<file path="config.mk">
export PLATFORM = sky130hd
export DESIGN_NAME = mux_scan_controller
export DESIGN_NICKNAME = d
export VERILOG_FILES = /design/src/rtl/mux_scan_controller.sv
export SDC_FILE = /design/constraint.sdc
export NUM_CORES = 1
export LEC_CHECK = 0
export ABC_CLOCK_PERIOD_IN_PS = 1990
export CELL_PAD_IN_SITES_DETAIL_PLACEMENT = 1
export CELL_PAD_IN_SITES_GLOBAL_PLACEMENT = 1
export CORE_AREA = 2 2 46 65
export DETAILED_ROUTE_END_ITERATION = 7
export DIE_AREA = 0 0 48 67
export PLACE_DENSITY_LB_ADDON = 0.1
export SLEW_MARGIN = 20
export SYNTH_ARGS = -nofsm -noshare
export SYNTH_HDL_FRONTEND = slang
export SYNTH_SLANG_ARGS = --single-unit
export TNS_END_PERCENT = 5
</file>
<file path="constraint.sdc">
create_clock -name clk -period 1.99 [get_ports clk]
set_input_delay 0.597 -clock clk [delete_from_list [all_inputs] [get_ports clk]]
set_output_delay 0.597 -clock clk [all_outputs]
set_load 0.03 [all_outputs]
</file>
<file path="src/rtl/mux_scan_controller.sv">
// mux_scan_controller
//   Walks the select of a downstream 4:1 mux through channels 0..3. It holds
//   each select stable for SETTLE cycles and then samples the returned bit.
//   After channel 3 it publishes the assembled nibble on data, with a
//   one-cycle done pulse. It either stops there or, in continuous mode,
//   starts the next scan at once.
module mux_scan_controller #(
    parameter int SETTLE = 2  // settle cycles per channel, legal 1..15
) (
    input  logic       clk,
    input  logic       reset,
    input  logic       start,
    input  logic       continuous,
    input  logic       stop,
    input  logic       y,
    output logic [1:0] c,
    output logic       busy,
    output logic [3:0] data,
    output logic       done
);

    typedef enum logic [1:0] {
        ST_IDLE,
        ST_SETTLE,
        ST_SAMPLE,
        ST_PUBLISH
    } state_t;

    // Counter value on the last settle cycle of a channel.
    localparam logic [3:0] SETTLE_LAST = 4'(SETTLE - 1);

    state_t     state;
    state_t     state_n;
    logic [3:0] cnt;
    logic [3:0] cnt_n;
    logic       mode;
    logic       mode_n;
    logic [3:0] shadow;
    logic [3:0] shadow_n;
    logic [1:0] c_n;
    logic [3:0] data_n;
    logic       done_n;
    logic       busy_n;

    // Next-state and next-output logic for every registered signal.
    always_comb begin
        // NOTE: every signal gets a default first, so no path can leave one
        // unassigned and infer a latch.
        state_n  = state;
        cnt_n    = cnt;
        mode_n   = mode;
        shadow_n = shadow;
        c_n      = c;
        data_n   = data;
        done_n   = 1'b0;

        // While a scan is running, stop drops continuous mode. The scan in
        // flight still completes and publishes.
        if (state != ST_IDLE && stop) begin
            mode_n = 1'b0;
        end

        unique case (state)
            ST_IDLE: begin
                c_n = 2'd0;
                if (start) begin
                    state_n = ST_SETTLE;
                    cnt_n   = 4'd0;
                    mode_n  = continuous & ~stop;
                end
            end

            ST_SETTLE: begin
                // Legal SETTLE (<= 15) keeps cnt at or below 15, so it never wraps.
                cnt_n = cnt + 4'd1;
                if (cnt == SETTLE_LAST) begin
                    state_n = ST_SAMPLE;
                end
            end

            ST_SAMPLE: begin
                shadow_n[c] = y;
                if (c != 2'd3) begin
                    c_n     = c + 2'd1;
                    cnt_n   = 4'd0;
                    state_n = ST_SETTLE;
                end else begin
                    state_n = ST_PUBLISH;
                end
            end

            ST_PUBLISH: begin
                data_n = shadow;
                done_n = 1'b1;
                c_n    = 2'd0;
                cnt_n  = 4'd0;
                // A stop arriving in this very cycle also ends the run.
                if (mode && !stop) begin
                    state_n = ST_SETTLE;
                end else begin
                    state_n = ST_IDLE;
                end
            end

            default: begin
                state_n = ST_IDLE;
                c_n     = 2'd0;
            end
        endcase

        busy_n = (state_n != ST_IDLE);
    end

    // State register and registered outputs; synchronous reset wins over all.
    always_ff @(posedge clk) begin
        // NOTE: sequential state uses non-blocking assignments, so every
        // register samples the values from before the edge.
        if (reset) begin
            // NOTE: shadow is a plain 4-bit register, not a memory. It is
            // reset so that an aborted scan can never leak partial data.
            state  <= ST_IDLE;
            cnt    <= 4'd0;
            mode   <= 1'b0;
            shadow <= 4'd0;
            c      <= 2'd0;
            data   <= 4'd0;
            done   <= 1'b0;
            busy   <= 1'b0;
        end else begin
            state  <= state_n;
            cnt    <= cnt_n;
            mode   <= mode_n;
            shadow <= shadow_n;
            c      <= c_n;
            data   <= data_n;
            done   <= done_n;
            busy   <= busy_n;
        end
    end

endmodule

</file>
Yosys cells after proc, flatten, opt, wreduce, memory -nomap -nowiden --
Index checks and enable logic that the tools add are counted.
Storage, ports and cells: word-level logic and storage cells 49, register bits 19, input port bits 6
Cells by class: bitwise operators 2, equality and inequality tests 7, mux-type cells 17, reduce and logical (&&, ||, !) cells 11, $lt $le $gt $ge 2, add/subtract/negate cells 2
Operator list (count):
- 4-bit one-hot mux with 4 select lines | 1
- 2-bit 2-to-1 mux | 4
- 4-bit 2-to-1 mux | 2
- 2-bit one-hot mux with 4 select lines | 1
- 1-bit 2-to-1 mux | 6
- 2-bit != test (second input constant) | 3
- 2-bit nonzero test | 3
- 4-bit by 1-bit adder with 4-bit output (second input constant) | 1
- 4-bit bitwise mux | 1
- 2-bit equality test (second input constant) | 2
- 4-bit by 1-bit equality test with 1-bit output (second input constant) | 1
- 2-bit one-hot mux with 2 select lines | 1
- 2-bit AND reduction | 2
- 1-bit logical AND | 3
- 2-bit by 3-bit less-than comparator with 1-bit output (second input constant) | 1
- 2-bit by 1-bit adder with 2-bit output (second input constant) | 1
- 1-bit demux with 2-bit select | 1
- 2-bit by 1-bit equality test with 1-bit output (second input constant) | 1
- 2-bit by 1-bit >= comparator with 1-bit output (second input constant) | 1
- 2-bit logical NOT | 1
- 2-bit OR reduction | 1
- 1-bit AND | 1
- 1-bit logical NOT | 1
- 1-bit NOT | 1

Depth between registers and ports, before layout --
word-level depth 5, gate-level depth with buffers 6

Worst setup path before layout --
OpenSTA, ideal clock, no wires.
kind register to register, from register state[0], to register busy, cell stages (with the launch flop) 7, arrival 1.476 ns, library setup time 0.133 ns, setup slack 0.381 ns, buffers on the path 1, clock period less this slack 1.609 ns, cells stage by stage dfxtp_1 -> inv_1 -> ha_1 -> buf_2 -> or3_1 -> o221ai_1 -> o32ai_1
On the way: word-level cells in the longest chain between the ends 3, elaborated cells on any way between the ends 8
RTL lines:
- from (decl) | line 32 | state_t state;
- from (signal assigned) | line 130 | state <= state_n;
- 2-bit equality test (tied with other cells) | line 63 | unique case (state)
- 2-bit one-hot mux with 4 select lines * | line 63
- 2-bit nonzero test * | line 111 | busy_n = (state_n != ST_IDLE);
- to (signal assigned) | line 137 | busy <= busy_n;
- to (decl) | line 17 | output logic busy,
Mark *: on every way between the ends. The rest lies on a longest branch, timed or not. A chain may end at the register's enable or synchronous reset.

Worst setup path after layout --
from register data[1], to output port data[1]
RTL lines:
- from (decl) | line 18 | output logic [3:0] data,
- from (signal assigned) | line 135 | data <= data_n;
No word-level cell between the ends.

==> metrics.cfg <==
[setup_path]
reg2reg_start=state[0]
path_depth=1
critical-path-max-stage-delay_ns=0.67
crit_buf_inv=1
cp_data_required_time_ns=1.39
cp_data_arrival_time_ns=1.32
worstSetupEndpointType=output port
startpoint_type=register
r2r_slack_ns=0.31
criticalPathCategory=reg -> out
crit_fanout=2
slowest_stage=sky130_fd_sc_hd__clkdlybuf4s50_1
rr_endpoint=busy
cpLargestDelayFamily=buffers and inverters
worstPathCellList=clkdlybuf4s50_1
worstRegToRegCells=5

[clocking]
clock_insertion_delay_worst_skew_ns=0.30
clk_pin_slew_worst_paths_ns=0.12
postCtsHoldBufs=0
cts_htree_levels=1
cts_sinks=19
maximum_count_of_clock_buffers_along_a_single_path=2
cts_buffers=3
cts_tree=built
cts_root_buf=sky130_fd_sc_hd__clkbuf_4

[yosys]
number_of_enable_flip_flop_cells_after_synthesis=0
synth_nets=130
yosysMostFrequentCell=sky130_fd_sc_hd__dfxtp_1
post_synth_top_area_share_pct=37.8
yosysTopAreaCell=sky130_fd_sc_hd__dfxtp_1
synth_top_cells_by_area=sky130_fd_sc_hd__dfxtp_1 38%, sky130_fd_sc_hd__ha_1 15%, sky130_fd_sc_hd__a21oi_1 5.5%, sky130_fd_sc_hd__mux2i_1 4.0%, sky130_fd_sc_hd__nand3_1 3.5%
synth.distinct_cells=31
ys_seq_area_share_pct=37.8
synth.avg_cell_area_um2=8.98
synth.ff_latch_count=19
yosys_most_used_dff=sky130_fd_sc_hd__dfxtp_1
synth_commonest_cells=19 x sky130_fd_sc_hd__dfxtp_1, 12 x sky130_fd_sc_hd__ha_1, 11 x sky130_fd_sc_hd__a21oi_1, 9 x sky130_fd_sc_hd__nand2_1
post_synth_instance_area_um2=1010
yosys_warnings=0
synthArstFlopShare_pct=0
syn_inst=112

[pwr]
leakage_power_nw=0.471
p_total_mw=1.26
vdd_drop_max_mv=0.561
power.density_nw_per_um2=1050

[timing]
final.min_clock_period_ns=1.92
worst_hold_slack_ns=0.464
fin_tns_setup_ns=0
timing.final.crit_share_pct=96.4
tightest_slew_ns=0.376
final_number_of_hold_violating_endpoints=0
max_freq_mhz=522
final.setup_skew_ns=0.00297
rsz0062_at_grt=no
max_slew_margin_pct=74.9
finalSetupViolations=0
final_max_slew_viols=0

[floorplan]
std_cell_rows=22
core_region_area_um2=2620
die_h_um=67
initial_core_util_pct=38.5
floorplan.io_pins=14
die_ar_um2=3220
die_width_um=48

[cells_and_area]
insertedDiodeCount=0
post_route_cells_drive_above_1_share_pct=7.09
final_nets=146
area_overhead_of_the_layout_relative_to_synthesis_pct=20.0
fillerInstances=325
finish.instance_area_um2=1210

[drt]
detail-route-antenna-nets=0
routed-via-count=833
routed_wirelength_um=2240
via_per_inst=5.11
drt_drc_violations_left=0
drt_iter0_drc=8
drtPass1Iterations=4
route.detailed.wl_per_inst_um=13.8

[global_route]
globalRouteOverflowTotal=0
grt_pass1_vias=875
global_route.usage.total_pct=16.9
wire_length_of_the_first_global_routing_pass_um=3890
initial_antenna_violation_count=0
maximum_number_of_pins_on_one_net_before_global_route_repair=14

[worst_hold_path]
hold_start=shadow[2]
hold_path_end=shadow[2]
worst_hold_path_type=reg -> reg
hold-path-cell-count=2

[placed_design]
placed_cell_area_um2=1180
port_buffers=13
routability_driven_placement_congestion_ratio=0.784
hpwlAfterDp_um=1720

[outcome]
run_status=finished, final reports clean

[job]
max_cap_violations=0

==> final cells by class <==
type / count / area [um^2] / share of cell area [%]
Tap cell: 36 / 45.0 / 3.73
Timing Repair Buffer: 16 / 150 / 12.4
Clock buffer: 3 / 22.5 / 1.87
Sequential cell: 19 / 380 / 31.5
Inverter: 7 / 26.3 / 2.18
Multi-Input combinational cell: 81 / 578 / 47.9
Clock inverter: 1 / 5.00 / 0.415
==> worst max path at each step <==
| stage | from | to | slack, ns |
|---|---|---|---|
| finish | data[1] | data[1] | 0.07 |
| global route | data[1] | data[1] | 0.007 |
| CTS | data[1] | data[1] | 0.05 |
| detailed placement | start | cnt[3] | 0.10 |
| global placement | start | cnt[3] | 0.12 |
| floorplan | state[0] | busy | 0.38 |
==> cells in the final DEF, fill, tap and decap left out <==
| cell type | synthesis | final |
|---|---|---|
| sky130_fd_sc_hd__o221ai_1 | 1 | 1 |
| sky130_fd_sc_hd__or3b_4 | 1 | 1 |
| sky130_fd_sc_hd__nand4b_1 | 2 | 2 |
| sky130_fd_sc_hd__and3_1 | 2 | 2 |
| sky130_fd_sc_hd__clkdlybuf4s50_1 | 0 | 11 |
| sky130_fd_sc_hd__buf_4 | 0 | 3 |
| sky130_fd_sc_hd__nand2b_1 | 4 | 4 |
| sky130_fd_sc_hd__ha_1 | 12 | 12 |
| sky130_fd_sc_hd__o21ai_1 | 2 | 2 |
| sky130_fd_sc_hd__inv_1 | 7 | 7 |
| sky130_fd_sc_hd__nor2b_1 | 4 | 4 |
| sky130_fd_sc_hd__nand3_1 | 7 | 7 |
| sky130_fd_sc_hd__nor2_1 | 6 | 6 |
| sky130_fd_sc_hd__a2111oi_4 | 1 | 1 |
| sky130_fd_sc_hd__a21o_1 | 1 | 1 |
| sky130_fd_sc_hd__nor3_1 | 3 | 3 |
| sky130_fd_sc_hd__o32ai_1 | 1 | 1 |
| sky130_fd_sc_hd__nand4_1 | 1 | 1 |
| sky130_fd_sc_hd__a32o_1 | 1 | 1 |
| sky130_fd_sc_hd__nand2_1 | 9 | 9 |
| sky130_fd_sc_hd__dfxtp_1 | 19 | 19 |
| sky130_fd_sc_hd__clkinv_2 | 0 | 1 |
| sky130_fd_sc_hd__a21oi_1 | 11 | 11 |
| sky130_fd_sc_hd__clkbuf_4 | 0 | 3 |
| sky130_fd_sc_hd__dlygate4sd2_1 | 0 | 2 |
| sky130_fd_sc_hd__a311oi_1 | 1 | 1 |
| sky130_fd_sc_hd__or3_1 | 1 | 1 |
| sky130_fd_sc_hd__and3b_1 | 1 | 1 |
| sky130_fd_sc_hd__o31ai_1 | 1 | 1 |
| sky130_fd_sc_hd__and2_1 | 1 | 1 |
| sky130_fd_sc_hd__mux2i_1 | 4 | 4 |
| sky130_fd_sc_hd__a211o_1 | 1 | 1 |
| sky130_fd_sc_hd__o21ai_0 | 2 | 2 |
==> logic make-up (layout without fill, tap and decap cells) <==
kind of cell	count (synthesis)	count (layout)	synth area share (%)
AOI/OAI and AO/OA	23	23	16.2
buffers and inverters	12	27	4.73
DFF	19	19	37.8
muxes	4	4	3.98
and+or+nand+nor	42	42	22.4
adders and majority gates	12	12	14.9
==> worst min-delay path, cell delays in order, from the launching register on <==
cell and delay (ns):
sky130_fd_sc_hd__dfxtp_1 0.33, sky130_fd_sc_hd__nand2_1 0.05, sky130_fd_sc_hd__a21oi_1 0.05
==> what timing repair did <==
action | CTS | global route
setup endpoints to repair | 2 | 0
resized for setup | 2 | 0
buffers inserted | 0 | 0
==> flip-flops by register name, summed over array words and instances (netlist names) <==
name    count
busy        1
mode        1
cnt         4
done        1
shadow      4
data        4
c           2
state       2
==> power by group <==
group,switching (mW),internal [mW]
Combinational,0.326,0.250
Sequential,0.0491,0.437
Clock,0.128,0.0749
Total,0.503,0.762
==> metal layers <==
layer	vias to the layer above	routed length, um	share of wire, %	GRT usage (%)
met5	-	0	0	0
met3	2	77	3.4	1.90
met2	13	1150	51	27.8
met1	401	991	44	20.6
li1	417	-	-	-
met4	0	23	1.0	8.11
==> per-stage QoR <==
step | instances | worst slack, ns | util, %
floorplan | 112 | 0.381 | -
global placement | 159 | 0.125 | 45.2
detailed placement | 159 | 0.100 | 45.2
CTS | 163 | 0.0532 | 46.2
global route | 163 | 0.00701 | 46.2
finish | 163 | 0.0726 | 46.2
No activity file was read; power rests on OpenSTA's default activity.
